===== src/rtl/sprite_anim_renderer.sv =====
`default_nettype none
// ============================================================================
// Module      : sprite_anim_renderer
// Description : Multi-frame sprite renderer for the VGA pipeline. Plays an
//               N-frame sprite sheet at a frame-latched screen position with
//               per-frame animation stepping, loop/one-shot modes and
//               index-0 transparency. Drives an external registered sprite
//               ROM and produces pix_on/pix_idx two clocks after DrawX/DrawY.
// Options     : SPRITE_MIRROR_EN - when defined, flip is latched at frame
//               start and mirrors the sprite horizontally.
// Revision    : 1.0 - initial release
// ============================================================================
module sprite_anim_renderer #(
  parameter int SPR_W      = 50,
  parameter int SPR_H      = 64,
  parameter int NUM_FRAMES = 4,
  parameter int IDX_W      = 3,
  parameter int ADDR_W     = 14,
  parameter int TICKS      = 6,
  // Derived width of frame_num; not intended to be overridden.
  parameter int FRAME_W    = (NUM_FRAMES > 1) ? $clog2(NUM_FRAMES) : 1
) (
  input  logic               vga_clk,
  input  logic               reset_n,
  input  logic [9:0]         DrawX,
  input  logic [9:0]         DrawY,
  input  logic               blank,
  input  logic               vs,
  input  logic [9:0]         sprite_x,
  input  logic [9:0]         sprite_y,
  input  logic               flip,
  input  logic               loop,
  input  logic               play,
  output logic [ADDR_W-1:0]  rom_addr,
  input  logic [IDX_W-1:0]   rom_q,
  output logic               pix_on,
  output logic [IDX_W-1:0]   pix_idx,
  output logic [FRAME_W-1:0] frame_num,
  output logic               busy,
  output logic               done
);

  localparam int TICK_W = (TICKS > 1) ? $clog2(TICKS) : 1;

  localparam logic [1:0] S_IDLE = 2'd0;
  localparam logic [1:0] S_PLAY = 2'd1;
  localparam logic [1:0] S_HOLD = 2'd2;

  // Animation control state
  logic [1:0]         state_q, state_d;
  logic [FRAME_W-1:0] frame_q, frame_d;
  logic [TICK_W-1:0]  ticks_q, ticks_d;
  logic               done_q, done_d;

  // Frame-start detection and latched position
  logic               vs_q, vs_d;
  logic [9:0]         px_q, px_d;
  logic [9:0]         py_q, py_d;

  // Pixel pipeline
  logic [ADDR_W-1:0]  rom_addr_q, rom_addr_d;
  logic               hit_dly_q, hit_dly_d;
  logic               pix_on_q, pix_on_d;
  logic [IDX_W-1:0]   pix_idx_q, pix_idx_d;

  logic               w_frame_start;
  logic               w_tick_wrap;
  logic               w_last_frame;
  logic               w_step;
  logic               w_wrap_last;
  logic [10:0]        w_x_end;
  logic [10:0]        w_y_end;
  logic               w_hit;
  logic [9:0]         w_dx;
  logic [9:0]         w_col;
  logic [9:0]         w_row;
  logic [ADDR_W-1:0]  w_addr;
  logic               w_opaque;

`ifdef SPRITE_MIRROR_EN
  logic               flip_q, flip_d;
`else
  logic               w_unused_flip;
  assign w_unused_flip = flip;
`endif

  // A new video frame starts on the first cycle vs is seen low after being high.
  assign w_frame_start = vs_q & ~vs;
  assign w_tick_wrap   = (ticks_q == TICK_W'(TICKS - 1));
  assign w_last_frame  = (frame_q == FRAME_W'(NUM_FRAMES - 1));
  assign w_step        = (state_q == S_PLAY) && w_frame_start;
  assign w_wrap_last   = w_step && w_tick_wrap && w_last_frame;

  // FSM state register
  always_ff @(posedge vga_clk or negedge reset_n) begin
    if (!reset_n) begin
      state_q <= S_IDLE;
    end else begin
      state_q <= state_d;
    end
  end

  // FSM next state: play restarts from any state; one-shot parks in HOLD at the end
  always_comb begin
    state_d = state_q;
    case (state_q)
      S_IDLE: if (play) state_d = S_PLAY;
      S_PLAY: begin
        if (play) begin
          state_d = S_PLAY;
        end else if (w_wrap_last && !loop) begin
          state_d = S_HOLD;
        end
      end
      S_HOLD: if (play) state_d = S_PLAY;
      default: state_d = S_IDLE;
    endcase
  end

  // FSM outputs: frame/tick stepping at frame start, done pulse, busy flag
  always_comb begin
    frame_d = frame_q;
    ticks_d = ticks_q;
    done_d  = 1'b0;
    busy    = (state_q == S_PLAY);
    if (play) begin
      // A play pulse overrides any advance due in the same cycle.
      frame_d = '0;
      ticks_d = '0;
    end else if (w_step) begin
      if (w_tick_wrap) begin
        ticks_d = '0;
        if (!w_last_frame) begin
          frame_d = frame_q + FRAME_W'(1);
        end else if (loop) begin
          frame_d = '0;
        end else begin
          done_d = 1'b1;
        end
      end else begin
        ticks_d = ticks_q + TICK_W'(1);
      end
    end
  end

  // Position latch: sampled only at frame start so a frame never tears
  always_comb begin
    vs_d = vs;
    px_d = w_frame_start ? sprite_x : px_q;
    py_d = w_frame_start ? sprite_y : py_q;
`ifdef SPRITE_MIRROR_EN
    flip_d = w_frame_start ? flip : flip_q;
`endif
  end

  // Hit test in 11 bits so sprites near the right/bottom edge clip instead of wrapping.
  assign w_x_end = {1'b0, px_q} + 11'(SPR_W);
  assign w_y_end = {1'b0, py_q} + 11'(SPR_H);
  assign w_hit   = blank
                && (DrawX >= px_q) && ({1'b0, DrawX} < w_x_end)
                && (DrawY >= py_q) && ({1'b0, DrawY} < w_y_end);

  assign w_dx  = DrawX - px_q;
  assign w_row = DrawY - py_q;
`ifdef SPRITE_MIRROR_EN
  assign w_col = flip_q ? (10'(SPR_W - 1) - w_dx) : w_dx;
`else
  assign w_col = w_dx;
`endif

  // Frame-major sheet layout: frame*W*H + row*W + col.
  assign w_addr = ADDR_W'(frame_q) * ADDR_W'(SPR_W * SPR_H)
                + ADDR_W'(w_row)   * ADDR_W'(SPR_W)
                + ADDR_W'(w_col);

  // Pipeline next values: address held when off-sprite to avoid ROM toggling
  always_comb begin
    rom_addr_d = w_hit ? w_addr : rom_addr_q;
    hit_dly_d  = w_hit;
    w_opaque   = hit_dly_q && (rom_q != '0);
    pix_on_d   = w_opaque;
    pix_idx_d  = w_opaque ? rom_q : '0;
  end

  // Datapath and animation registers
  always_ff @(posedge vga_clk or negedge reset_n) begin
    if (!reset_n) begin
      frame_q    <= '0;
      ticks_q    <= '0;
      done_q     <= 1'b0;
      vs_q       <= 1'b0;
      px_q       <= '0;
      py_q       <= '0;
`ifdef SPRITE_MIRROR_EN
      flip_q     <= 1'b0;
`endif
      rom_addr_q <= '0;
      hit_dly_q  <= 1'b0;
      pix_on_q   <= 1'b0;
      pix_idx_q  <= '0;
    end else begin
      frame_q    <= frame_d;
      ticks_q    <= ticks_d;
      done_q     <= done_d;
      vs_q       <= vs_d;
      px_q       <= px_d;
      py_q       <= py_d;
`ifdef SPRITE_MIRROR_EN
      flip_q     <= flip_d;
`endif
      rom_addr_q <= rom_addr_d;
      hit_dly_q  <= hit_dly_d;
      pix_on_q   <= pix_on_d;
      pix_idx_q  <= pix_idx_d;
    end
  end

  assign rom_addr  = rom_addr_q;
  assign pix_on    = pix_on_q;
  assign pix_idx   = pix_idx_q;
  assign frame_num = frame_q;
  assign done      = done_q;

endmodule
`default_nettype wire


===== config.mk =====
export PLATFORM = sky130hd
export DESIGN_NAME = sprite_anim_renderer
export DESIGN_NICKNAME = d
export VERILOG_FILES = /design/src/rtl/sprite_anim_renderer.sv
export SDC_FILE = /design/constraint.sdc
export NUM_CORES = 1
export LEC_CHECK = 0
export ABC_AREA = 1
export BUFFER_PORTS_ARGS = -buffer_cell sky130_fd_sc_hd__buf_2
export CAP_MARGIN = 20
export CORE_UTILIZATION = 40
export DETAILED_ROUTE_END_ITERATION = 6
export PLACE_DENSITY = 0.57
export SKIP_LAST_GASP = 1
export SYNTH_ARGS = -nofsm -noshare
export SYNTH_HDL_FRONTEND = slang
export SYNTH_SLANG_ARGS = --single-unit
export TNS_END_PERCENT = 5

===== constraint.sdc =====
create_clock -name vga_clk -period 11.55 [get_ports vga_clk]
set_input_delay 0 -clock vga_clk [delete_from_list [all_inputs] [get_ports vga_clk]]
set_output_delay 0 -clock vga_clk [all_outputs]
set_load 0.05 [all_outputs]

# Word level (Yosys, flattened, before mapping)
# Index checks and enable logic that the tools add are counted.
dict set report word_totals {
  reg_bits 48
  out_inout_bits 22
  wordCells 69
}
dict set report op_classes {
  add_sub_neg 8
  multipliers 2
  order_cmp 4
  n_eq_ne 7
  muxes 18
  n_bitwise 2
  reduce_logical 17
}
# op count
set op_table {}
lappend op_table {{$lt 10x11->1} 2}
lappend op_table {{$ge 10x10->1} 2}
lappend op_table {{$sub 10x10->10} 2}
lappend op_table {{$mux 2} 8}
lappend op_table {{$add 14x10->14} 1}
lappend op_table {{$add 14x14->14} 1}
lappend op_table {{$mul 10x5->13 const B} 1}
lappend op_table {{$mux 3} 4}
lappend op_table {{$add 10x6->11 const B} 1}
lappend op_table {{$add 10x7->11 const B} 1}
lappend op_table {{$logic_and 1x1->1} 9}
lappend op_table {{$mul 2x5->7 const B} 1}
lappend op_table {{$mux 1} 5}
lappend op_table {{$eq 2x2->1 const B} 2}
lappend op_table {{$pmux 2 s2} 1}
lappend op_table {{$reduce_bool 2->1} 2}
lappend op_table {{$add 3x1->3 const B} 1}
lappend op_table {{$eq 3x3->1 const B} 1}
lappend op_table {{$ne 3x2->1 const B} 1}
lappend op_table {{$ne 3x3->1 const B} 1}
lappend op_table {{$reduce_and 3->1} 1}
lappend op_table {{$reduce_bool 3->1} 1}
lappend op_table {{$add 2x1->2 const B} 1}
lappend op_table {{$eq 2x1->1 const B} 1}
lappend op_table {{7 further kinds} 7}

# Longest topological paths before layout
dict set report depth {
  depth_word 9
  depth_mapped 33
  ltp_nobuf 33
}

# Least setup slack after synthesis
# Ideal clock, no wire load.
dict set report synth_timing {
  path_type {register to register}
  startpoint {register py_q[0]}
  endpoint {register rom_addr_q[13], in the netlist rom_addr[13]}
  arrival_time_ns 4.795
  required_ns 11.432
  path_slack_ns 6.638
  stages_incl_launch_ff 28
  n_path_buf 0
  period_less_slack_ns 4.912
  path_cell_list {dfrtp_1 -> ha_1 -> fa_1 -> inv_1 -> nand3_1 -> nand2_1 -> xor2_1 -> ha_1 -> ha_1 -> inv_1 -> fa_1 -> inv_1 -> ha_1 -> a21oi_1 -> o21bai_1 -> nand2_1 -> nand2_1 -> a21oi_1 -> xnor2_1 -> ha_1 -> ha_1 -> inv_1 -> nor4_1 -> nand3_1 -> nand3_1 -> nand3_1 -> nand3_1 -> nand2_1}
}
dict set report synth_between {
  elab_chain_len 4
}
# element line_no
set synth_rtl {}
lappend synth_rtl {{start, declared} 58} ;# logic [9:0] py_q, py_d;
lappend synth_rtl {{start signal, assigned} 207} ;# py_q <= py_d;
lappend synth_rtl {{$sub 10x10->10} 164} ;# assign w_row = DrawY - py_q;
lappend synth_rtl {{$mul 10x5->13} 173} ;# + ADDR_W'(w_row) * ADDR_W'(SPR_W)
lappend synth_rtl {{$add 14x14->14} 173}
lappend synth_rtl {{$add 14x10->14} 174} ;# + ADDR_W'(w_col);
lappend synth_rtl {{end signal, assigned} 211} ;# rom_addr_q <= rom_addr_d;
lappend synth_rtl {{end, declared} 61} ;# logic [ADDR_W-1:0] rom_addr_q, rom_addr_d;
# Several ways; a longest one is shown, not always the timed one.
# A chain may end at the register's enable or synchronous reset.

# Worst setup path after layout
dict set report layout_timing {
  startpoint {register py_q[2]}
  endpoint {register rom_addr_q[13], in the netlist rom_addr[13]}
}
# Same word-level chain as after synthesis.

==> key figures <==
Floorplan
  – Row cnt: 40
  – Die height: 113 microns
  – Boundary pin count: 72
  – Die area: 12700 sq um
  – Initial core utilization: 40.9%
  – Die span in x: 113 microns
  – Core area: 12000 sq um

Logic synthesis
  – XOR/XNOR Fraction of Synth Area: 7.13%
  – Netlist cell types: 39
  – Yosys top cell by area: dfrtp_1
  – Synth Flop Type: dfrtp_1
  – Syn_area_per_cell: 7.64 sq um
  – Async set-or-reset flop fraction in the synthesized netlist: 100%
  – Synth top area share: 24.5%
  – Simple-gate share of the synthesized area: 20.6%
  – Yosys synthesis warning count: 0
  – Count leader, synth: nand2_1
  – Synth area leaders: dfrtp_1 (24%), ha_1 (22%), nand2_1 (11%)
  – Compound-gate portion of the synthesized area: 12.0%
  – Post-Syn Instances: 643
  – Number of synthesized flops with an enable pin: 0
  – Adder-Cell Fraction of Synth Area: 26.0%
  – Largest family of logic cells by synthesized area: adder cells
  – Mux share of post-synthesis cell area: 0%
  – #FFs+latches synth: 48
  – Post-Syn Area: 4910 sq um
  – Register area share after synthesis: 24.5%
  – Syn nets: 789
  – Synth top cells by count: nand2_1 (141), inv_1 (113), ha_1 (86), dfrtp_1 (48), a21oi_1 (41)

Critical path
  – Reg2reg path depth: 29
  – Worst Setup End Kind: flip-flop
  – Crit path arrival time: 5.69 ns
  – Worst Path Max Fanout: 6
  – Critical path class: reg2reg
  – CP max stage cell: fa_1
  – Worst R2R End: rom_addr[13]
  – FF-to-FF Start: py_q[2]
  – Worst Setup Start Kind: flip-flop
  – CP endpoint: rom_addr[13]
  – FF-to-FF setup slack: 6.05 ns
  – Critical Path Max Stage Delay: 0.53 ns
  – Critical Path RT: 11.74 ns
  – Worst Setup SP: py_q[2]

Layout
  – Nets: 888
  – Area Overhead vs Synth: 19.0%
  – Diode count: 0
  – Post-layout util: 48.7%
  – Layout cells sized above 1: 14.7%

Global route
  – Global-route wire length before repair: 18.3 mm
  – Initial antenna violation count: 0
  – Total gr overflow: 0
  – Tot GR Track Use: 18.0%
  – Vias in the first global route: 4145
  – Largest net degree at the start of global routing: 49

Detailed routing
  – Iteration-0 DRC count of the detailed router: 123
  – Routed Antenna Nets: 0
  – Routed vias/inst: 4.75
  – DR pass1 iterations: 5
  – Vias: 4225
  – Post-Route WL: 10.5 mm
  – Residual DRC count: 0
  – WL/cell: 11.8 microns

Clock network
  – Worst-skew pair later-pin latency: 0.30 ns
  – Clock buffer depth: 2
  – CTS Buf Count: 5
  – H-tree levels: 2
  – CTS sink cnt: 48
  – Root Buffer Master: clkbuf_16
  – TritonCTS clock tree: yes
  – Post-cts resize count: 0
  – Reg clk slew, reported paths: 0.06 ns

Timing
  – Crit share post-route: 47.6%
  – FMAX: 182 MHz
  – Unrepaired setup endpoints after global routing: no
  – Skew final: 0.00353 ns
  – Setup TNS: 0 ns
  – Final hold vios: 0
  – Worst slew pin tran: 0.539 ns
  – Fin crit period: 5.50 ns
  – Slew Limit Fails: 0
  – Slew Limit Headroom: 63.7%
  – # setup viols final: 0

Placement
  – Gp weighted congestion: 0.836
  – I/O Buffers: 70
  – HPWL Detailed: 8.82 mm

Min path
  – WHS Path Cells: 5
  – Worst Hold Class: in2reg
  – Hold Crit Start: blank

Status
  – Outcome: complete, no violations

Run
  – Max_cap viols: 0
## layer usage
metal,part of all wire (%),vias up,track usage [%]
li1,-,2275,-
met4,0.97,0,4.27
met1,50,1867,24.0
met5,0,-,0
met3,3.8,7,3.96
met2,45,76,29.7
## cells by family after synthesis
| family | Yosys count |
|---|---|
| adder cells (fa/ha/maj) | 96 |
| XOR/XNOR | 40 |
| buffers and inverters | 122 |
| AO/OA/AOI/OAI | 102 |
| flip-flops | 48 |
| AND/OR/NAND/NOR | 235 |
## layout by cell type (no fill, tap or decap), types with 27 or more instances in the layout
master and instances:
a21oi_1 41, buf_2 70, dfrtp_1 48, dlygate4sd3_1 27, ha_1 86, inv_1 113, nand2_1 141, nand3_1 35
nor2_1 30, o21ai_0 30, xor2_1 28
## cell type report
cell class	count	area, sq um
inverter	115	434
tap	147	184
sequential	48	1200
timing repair buffer	99	648
fill	1212	6170
multi-input combinational	473	3230
clock buffer	5	125
clock inverter	3	18.8
## per-stage QoR
stage | area (sq um) | hold slack [ns] | cells | setup WS (ns)
after floorplan | 4910 | -0.296 | 643 | 6.64
after CTS | 5830 | 0.0922 | 889 | 6.03
after global routing | 5850 | 0.122 | 890 | 5.49
after detailed placement | 5410 | 0.137 | 854 | 6.07
final | 5850 | 0.103 | 890 | 6.05
after global placement | 5410 | 0.135 | 854 | 6.11
## worst min-delay path by stage
| stage | to | slack [ns] |
|---|---|---|
| floorplan | done | -0.30 |
| global placement | vs_q | 0.13 |
| detailed placement | vs_q | 0.14 |
| CTS | hit_dly_q | 0.09 |
| global route | hit_dly_q | 0.12 |
| finish | hit_dly_q | 0.10 |
## critical path, delay by kind of cell (launching register included)
kind / cells / cell delay [ns]
and+or+nand+nor: 11 / 1.25
DFF: 1 / 0.32
adders and majority gates: 7 / 2.39
xor gates and xnor gates: 2 / 0.40
AOI/OAI and AO/OA: 5 / 0.82
buffers and inverters: 4 / 0.23
## registers in the layout, summed over array words and instances, names as in the netlist
register   cells
rom_addr      14
px_q          10
py_q          10
pix_idx        3
ticks_q        3
frame_num      2
state_q        2
done           1
hit_dly_q      1
pix_on         1
vs_q           1
## repair_timing
action | in CTS | in global routing
endpoints found under the hold margin | 76 | 0
buffers inserted | 0 | 0
hold buffers | 27 | 0
Power is left out: the tool's default activity adds up to more than one toggle a clock period on the data nets, which glitch-free logic cannot reach.
